--- src/rtl/cpu_mux_pkg.sv ---
// Purpose : shared widths and elaboration helpers for the CPU operand/address selectors.
// Latency : n/a (package only).
// Backpressure: n/a (package only).
//
// Contents:
//   REG_ADDR_W - register-address select width, default WIDTH for reg_mux_n
//   DATA_W     - ALU operand width, used when instantiating operand selectors
//   clog2_f    - ceil(log2(value)), usable in parameter expressions
package cpu_mux_pkg;

  localparam int REG_ADDR_W = 3;
  localparam int DATA_W     = 16;

  // Number of bits needed to encode 'value' distinct indices (value >= 1).
  function automatic int clog2_f(input int value);
    int r;
    int v;
    r = 0;
    v = value - 1;
    while (v > 0) begin
      r = r + 1;
      v = v >> 1;
    end
    return r;
  endfunction

endpackage

--- src/rtl/mux_n_comb.sv ---
// Purpose : combinational NUM_IN-way, WIDTH-bit selector with an out-of-range flag.
// Latency : 0 cycles (pure combinational).
// Backpressure: none; no flow control in this block.
//
// Ports:
//   in_data      in  NUM_IN*WIDTH  channel k at bits [k*WIDTH +: WIDTH]
//   sel          in  SEL_W         channel index
//   out_data     out WIDTH         selected channel, all-zero when sel is out of range
//   out_of_range out 1             sel does not name an existing channel
module mux_n_comb #(
  parameter int WIDTH  = 3,
  parameter int NUM_IN = 2,
  parameter int SEL_W  = 1
) (
  input  logic [NUM_IN*WIDTH-1:0] in_data,
  input  logic [SEL_W-1:0]        sel,
  output logic [WIDTH-1:0]        out_data,
  output logic                    out_of_range
);

  // Decoding by equality against every legal index means an unmatched
  // select naturally falls through to zero data with the flag set, and for
  // a power-of-two NUM_IN every code matches so the flag can never rise.
  always_comb begin
    out_data     = '0;
    out_of_range = 1'b1;
    for (int k = 0; k < NUM_IN; k++) begin
      if (sel == SEL_W'(k)) begin
        out_data     = in_data[k*WIDTH +: WIDTH];
        out_of_range = 1'b0;
      end
    end
  end

endmodule

--- src/rtl/reg_mux_n.sv ---
// Purpose : registered N-way selector with select hold, output register plus 1-entry skid.
// Latency : 1 cycle from acceptance to out_valid.
// Backpressure: in_ready is registered (~skid full); out_ready never reaches in_ready combinationally.
//
// Ports:
//   clk       in   1             rising-edge clock
//   reset     in   1             asynchronous, active-high reset
//   in_data   in   NUM_IN*WIDTH  channel k at bits [k*WIDTH +: WIDTH]
//   sel       in   SEL_W         channel select for this transfer
//   sel_hold  in   1             1: use the held select, ignore sel
//   in_valid  in   1             upstream offers a transfer
//   in_ready  out  1             block can accept a transfer
//   out_data  out  WIDTH         selected, registered data
//   out_valid out  1             out_data is valid
//   out_ready in   1             downstream accepts out_data
//   sel_err   out  1             1-cycle pulse: accepted transfer had an out-of-range select
module reg_mux_n
  import cpu_mux_pkg::*;
#(
  parameter int WIDTH  = REG_ADDR_W,
  parameter int NUM_IN = 2,
  parameter int SEL_W  = 1
) (
  input  logic                    clk,
  input  logic                    reset,
  input  logic [NUM_IN*WIDTH-1:0] in_data,
  input  logic [SEL_W-1:0]        sel,
  input  logic                    sel_hold,
  input  logic                    in_valid,
  output logic                    in_ready,
  output logic [WIDTH-1:0]        out_data,
  output logic                    out_valid,
  input  logic                    out_ready,
  output logic                    sel_err
);

  // Parameter sanity: a mismatched select width would silently alias or
  // hide channels, so refuse to elaborate instead.
  if (NUM_IN < 2) begin : g_bad_num_in
    $error("reg_mux_n: NUM_IN must be >= 2");
  end
  if (SEL_W != clog2_f(NUM_IN)) begin : g_bad_sel_w
    $error("reg_mux_n: SEL_W must equal clog2(NUM_IN)");
  end

  // State
  logic             out_vld_q,  out_vld_d;
  logic [WIDTH-1:0] out_dat_q,  out_dat_d;
  logic             skid_vld_q, skid_vld_d;
  logic [WIDTH-1:0] skid_dat_q, skid_dat_d;
  logic             sel_err_q,  sel_err_d;
  logic [SEL_W-1:0] held_sel_q, held_sel_d;
  logic             in_rdy_q,   in_rdy_d;

  // Datapath
  logic [SEL_W-1:0] eff_sel;
  logic [WIDTH-1:0] sel_dat;
  logic             sel_oor;
  logic             acc;
  logic             pop;

  assign eff_sel = sel_hold ? held_sel_q : sel;

  // One selector serves both destinations: an accepted beat goes either to
  // the output register or to the skid register, never to both.
  mux_n_comb #(
    .WIDTH  (WIDTH),
    .NUM_IN (NUM_IN),
    .SEL_W  (SEL_W)
  ) u_mux (
    .in_data      (in_data),
    .sel          (eff_sel),
    .out_data     (sel_dat),
    .out_of_range (sel_oor)
  );

  assign acc = in_valid & in_rdy_q;
  assign pop = out_vld_q & out_ready;

  always_comb begin
    out_vld_d  = out_vld_q;
    out_dat_d  = out_dat_q;
    skid_vld_d = skid_vld_q;
    skid_dat_d = skid_dat_q;
    held_sel_d = held_sel_q;

    if (!out_vld_q || pop) begin
      // Output slot is free this edge.
      if (skid_vld_q) begin
        // Oldest beat lives in skid: it goes first to keep order, and a new
        // beat, if any, takes its place in skid.
        out_vld_d  = 1'b1;
        out_dat_d  = skid_dat_q;
        skid_vld_d = acc;
        if (acc) begin
          skid_dat_d = sel_dat;
        end
      end else begin
        out_vld_d = acc;
        if (acc) begin
          out_dat_d = sel_dat;
        end
      end
    end else if (acc) begin
      // Output stalled: park the new beat. acc implies skid was empty.
      skid_vld_d = 1'b1;
      skid_dat_d = sel_dat;
    end

    if (acc && !sel_hold) begin
      held_sel_d = sel;
    end

    sel_err_d = acc & sel_oor;
    // Registered ready tracks the next skid state, so it comes up one edge
    // after reset releases and drops the cycle after skid fills.
    in_rdy_d  = ~skid_vld_d;
  end

  always_ff @(posedge clk or posedge reset) begin
    if (reset) begin
      out_vld_q  <= 1'b0;
      out_dat_q  <= '0;
      skid_vld_q <= 1'b0;
      skid_dat_q <= '0;
      sel_err_q  <= 1'b0;
      held_sel_q <= '0;
      in_rdy_q   <= 1'b0;
    end else begin
      out_vld_q  <= out_vld_d;
      out_dat_q  <= out_dat_d;
      skid_vld_q <= skid_vld_d;
      skid_dat_q <= skid_dat_d;
      sel_err_q  <= sel_err_d;
      held_sel_q <= held_sel_d;
      in_rdy_q   <= in_rdy_d;
    end
  end

  assign in_ready  = in_rdy_q;
  assign out_data  = out_dat_q;
  assign out_valid = out_vld_q;
  assign sel_err   = sel_err_q;

endmodule

--- config.mk ---
export PLATFORM = sky130hd
export DESIGN_NAME = reg_mux_n
export DESIGN_NICKNAME = d
export VERILOG_FILES = /design/src/rtl/cpu_mux_pkg.sv /design/src/rtl/mux_n_comb.sv /design/src/rtl/reg_mux_n.sv
export SDC_FILE = /design/constraint.sdc
export NUM_CORES = 1
export LEC_CHECK = 0
export CAP_MARGIN = 20
export CORE_MARGIN = 2
export CORE_UTILIZATION = 38
export CTS_CLUSTER_DIAMETER = 150
export DETAILED_ROUTE_END_ITERATION = 10
export PLACE_DENSITY = 0.72
export SLEW_MARGIN = 5
export SYNTH_ARGS = -nofsm -noshare
export SYNTH_HDL_FRONTEND = slang
export SYNTH_SLANG_ARGS = --single-unit
--- constraint.sdc ---
create_clock -name clk -period 1.2 [get_ports clk]
set_input_delay 0.36 -clock clk [delete_from_list [all_inputs] [get_ports clk]]
set_output_delay 0.36 -clock clk [all_outputs]
set_load 0.005 [all_outputs]
### Word-level counts from Yosys, hierarchy flattened

Index checks and enable logic that the tools add are counted.

| cells by class | value |
|---|---|
| equality and inequality tests | 1 |
| muxes and demuxes | 11 |
| bitwise logic cells | 3 |
| reductions and logical operators | 6 |

Operators with widths:

| operator | number |
|---|---|
| $mux W3 | 6 |
| $mux W1 | 5 |
| $and A1 B1 Y1 | 2 |
| $logic_not A1 Y1 | 2 |
| $ne A2 B2 Y1 const B | 1 |
| $reduce_and A2 Y1 | 1 |
| $reduce_bool A2 Y1 | 1 |
| $logic_and A1 B1 Y1 | 1 |
| $logic_or A1 B1 Y1 | 1 |
| $not A1 Y1 | 1 |

| word-level totals | value |
|---|---|
| logic and storage cells | 27 |
| register bits after elaboration | 10 |
| input port bits | 12 |

### Logic depth before layout (Yosys ltp)

| depth | value |
|---|---|
| word-level depth | 5 |
| gate-level depth with buffers | 4 |
| mapped depth without buffers | 3 |

### Hierarchy

Synthesis repeated with hierarchy kept, for this count alone.

| unflattened totals | value |
|---|---|
| cell total of the unflattened synthesis | 39 |
| area, all modules | 521.8 um2 |

Modules (own cells, without submodules):

| module | area an instance (um2) | sequential area each (um2) | times used | cells an instance |
|---|---|---|---|---|
| reg_mux_n | 476.7 | 275.3 | 1 | 34 |
| mux_n_comb | 45.0 | 0.0 | 1 | 5 |

### Least setup slack after synthesis

Ideal clock, no wire load.

| path | value |
|---|---|
| path type | input -> register |
| start point | in sel_hold |
| end point | reg out_dat_q[2], in the netlist out_data[2] |
| cell stages on the path | 3 |
| setup slack | 0.052 ns |
| path buffers | 0 |
| data required time | 1.066 ns |
| arrival time | 1.015 ns |
| path through | mux2i_2 mux2i_1 o211ai_2 |

| between the ends | value |
|---|---|
| cells in the longest elaborated chain, start to end | 4 |

Ends and longest elaborated chain:

| element | line | source |
|---|---|---|
| start, declared | reg_mux_n.sv:28 | `input logic sel_hold,` |
| $mux W1 | reg_mux_n.sv:62 | `assign eff_sel = sel_hold ? held_sel_q : sel;` |
| $mux W3 | mux_n_comb.sv:28 | `if (sel == SEL_W'(k)) begin` |
| $mux W3 | reg_mux_n.sv:100 | `if (acc) begin` |
| $mux W3 | reg_mux_n.sv:89 | `if (skid_vld_q) begin` |
| end signal, assigned | reg_mux_n.sv:131 | `out_dat_q <= out_dat_d;` |
| end, declared | reg_mux_n.sv:48 | `logic [WIDTH-1:0] out_dat_q, out_dat_d;` |

Every way passes these cells. The select of a mux whose other input is x is not followed.
A chain may end at the register's enable or synchronous reset.

### Worst setup path in the final report

| path | value |
|---|---|
| start point | reg out_vld_q, in the netlist out_valid |
| end point | reg out_dat_q[0], in the netlist out_data[0] |

| between the ends | value |
|---|---|
| cells in the longest elaborated chain, start to end | 3 |
| elaborated cells on any way between the ends | 4 |
| those cells by class | 1 x bitwise; 3 x reduce/logical |

Ends and longest elaborated chain:

| element | line | source |
|---|---|---|
| start, declared | reg_mux_n.sv:47 | `logic out_vld_q, out_vld_d;` |
| start signal, assigned | reg_mux_n.sv:130 | `out_vld_q <= out_vld_d;` |
| $and A1 B1 Y1 / $logic_not A1 Y1 (equally long branches) | reg_mux_n.sv:78, reg_mux_n.sv:87 |  |
| $logic_or A1 B1 Y1 * | reg_mux_n.sv:87 | `if (!out_vld_q \|\| pop) begin` |
| $reduce_and A2 Y1 (no line) * | n/a |  |

Mark *: on every way between the ends. The rest lies on a longest branch, timed or not.

==> run_results.csv <==
group,metric,value,unit
outcome,status,"finished with violations",
outcome,violations,"setup timing",
layout,syn2layout_area_growth,47.4,%
detailed_routing,routed_wl,1100,µm
timing,hold_viol_final,0,
detailed_routing,drt_pass1_iterations,1,
setup_path,critical_path_class,"reg2reg",
global_routing,grt_pass1_vias,419,
logic_synthesis,ys_ff_latch,10,
floorplan,io_pins,18,
detailed_routing,via_per_inst,4.79,
floorplan,initial_utilization,0.405,
placed_design,numPortBuffers,16,
logic_synthesis,netlist_instances,45,
clock_network,cts_tree,"done",
setup_path,crit_fanout,3,
clock_network,cts_root_buffer,"clkbuf_4",
floorplan,die_x,41.0,µm
logic_synthesis,synth_area_leader_cell,"dfrtp_1",
detailed_routing,num_vias,412,
clock_network,path_clk_slew,0.06,ns
timing,setup_viol,3,
power,powerDensity,2210,nW/µm²
clock_network,clock_path_buffers,2,
logic_synthesis,synth.top_cells.by_area,"dfrtp_1 48%, mux2i_1 12%, o211ai_2 7.2%, inv_1 3.6%, nand3_1 2.9%",
layout,drive_above_1_share,0.437,
clock_network,cts_buffers,3,
layout,stdcell_area,767,µm²
layout,postLayoutCoreUtil,0.597,
placed_design,place_congestion,0.679,
timing,finClkSkew,0.00227,ns
setup_path,r2r_cells,4,
placed_design,placed_area,726,µm²
placed_design,place_hpwl,830,µm
floorplan,dieArea,1680,µm²
floorplan,rows,13,
logic_synthesis,ys_top_cells_by_count,"10 x dfrtp_1, 6 x mux2i_1, 5 x inv_1",
layout,antennaDiodeCount,0,
logic_synthesis,yosys.cell_types.count,19,
global_routing,grt_pass1_wl,1720,µm
global_routing,grt_max_degree,11,
setup_path,critPathCaptureType,"flop",
floorplan,core-area,1280,µm²
logic_synthesis,ys_seq_area_frac,0.481,
clock_network,cts_sinks,10,
logic_synthesis,ys.flop_type,"dfrtp_1",
setup_path,cp-start-kind,"flop",
timing,rsz0062_at_grt,"true",
global_routing,globalRouteOverflowTotal,0,
detailed_routing,wire_per_inst,12.8,µm
logic_synthesis,ys_warn_count,0,
power,ir_drop,1.29,mV
logic_synthesis,async_reset_ff_frac,1.00,
setup_path,cp_data_arrival_time,1.40,ns
floorplan,dieHeight,41.0,µm
timing,fin_crit_sh,1.01,
logic_synthesis,yosys.area.top_type_share,0.481,
logic_synthesis,syn_avg_cell_area,11.6,µm²
run,maxCapViolations,0,
logic_synthesis,synth_edf_count,0,
timing,fmax,827,MHz
timing,setup_ws,-0.00960,ns
timing,finalMaxSlewViolations,0,
logic_synthesis,synth_nets,57,
timing,min_period,1.21,ns
worst_hold_path,hold_class,"in2async",
clock_network,clk-insertion-delay-late,0.27,ns
logic_synthesis,synth.most_common_cell,"dfrtp_1",
logic_synthesis,syn_area,520,µm²
detailed_routing,ant_nets,0,
clock_network,htree_levels,1,
detailed_routing,dr.first_iter.drc_count,0,
power,total_power,1.70,mW
setup_path,critPathRequiredTime,1.39,ns
detailed_routing,drc,0,
power,p_leak,0.368,nW
global_routing,antenna_found_initial,0,
layout,nNetsFinal,85,
global_routing,grt_usage,0.163,
-- worst max-delay path, stage by stage (launching register included) --
cell	delay, ns
dfrtp_1	0.38
buf_6	0.12
nor2b_4	0.12
or3_4	0.36
o211ai_2	0.16
-- layout make-up --
cell class,count,area (µm²)
tap,15,18.8
inverter,5,18.8
multi-input combinational,28,255
fill,122,518
clock buffer,3,22.5
sequential,10,250
timing repair buffer,25,201
-- power by group --
part / total (mW) / switching (mW) / leakage [nW] / internal [mW]
registers: 0.612 / 0.105 / 0.117 / 0.507
clock network: 0.232 / 0.116 / 0.0138 / 0.116
logic: 0.854 / 0.364 / 0.237 / 0.490
-- state kept, by name (all words and copies together) (netlist names) --
register / cells
skid_vld_q: 1
out_data: 3
in_ready: 1
out_valid: 1
skid_dat_q: 3
held_sel_q: 1
-- per-layer routing --
layer,vias to the layer above,share of wire,GRT usage
li1,205,-,-
met1,197,0.44,0.195
met4,0,0.013,0.0500
met2,8,0.51,0.266
met3,2,0.034,0.0652
met5,-,0,0
-- worst paths after layout --
check / from / to / slack [ns]
worst max-delay path: out_valid / out_data[0] / -0.01
worst min-delay path: reset / skid_dat_q[0] / 0.37
worst max register to register: out_valid / out_data[0] / -0.01
worst min register to register: skid_dat_q[1] / out_data[1] / 0.52
max in group asynchronous: reset / out_valid / 0.55
min in group clk: sel_hold / held_sel_q / 0.52
-- logic make-up (layout without fill, tap and decap cells) --
kind of cell	after synthesis	after routing	synth area share
other	1	1	0.00720
multiplexers	8	8	0.163
buffers and inverters	7	33	0.0721
flip-flops	10	10	0.481
AND/OR/NAND/NOR	9	9	0.125
AO/OA/AOI/OAI	10	10	0.151
-- layout by cell type (no fill, tap or decap), types with 2 or more instances in the layout --
cell             instances
a21oi_1                  2
buf_2                    4
buf_4                    7
buf_6                    2
clkbuf_2                 2
clkbuf_4                 3
clkdlybuf4s50_1          7
dfrtp_1                 10
dlygate4sd2_1            3
inv_1                    5
mux2i_1                  3
mux2i_2                  3
nand3_1                  3
o211ai_2                 3
o21ai_0                  2
-- what timing repair did --
action | CTS | global route
gates resized for setup | 28 | 4
setup endpoints to repair | 13 | 8
pin swaps | 4 | 4
hold buffers | 0 | 0
hold endpoints to repair | 0 | 0
setup buffers | 3 | 0
-- stage by stage --
step           instances  hold slack [ns]  setup slack [ns]  setup TNS (ns)
2_1_floorplan         45            0.200            0.0518               0
3_3_place_gp          80            0.511            -0.557           -4.31
3_5_place_dp          80            0.509            -0.587           -4.47
4_1_cts               86            0.368           -0.0337         -0.0947
5_1_grt               86            0.420           -0.0674          -0.307
6_report              86            0.371          -0.00960         -0.0198
(Power assumes the default switching activity.)
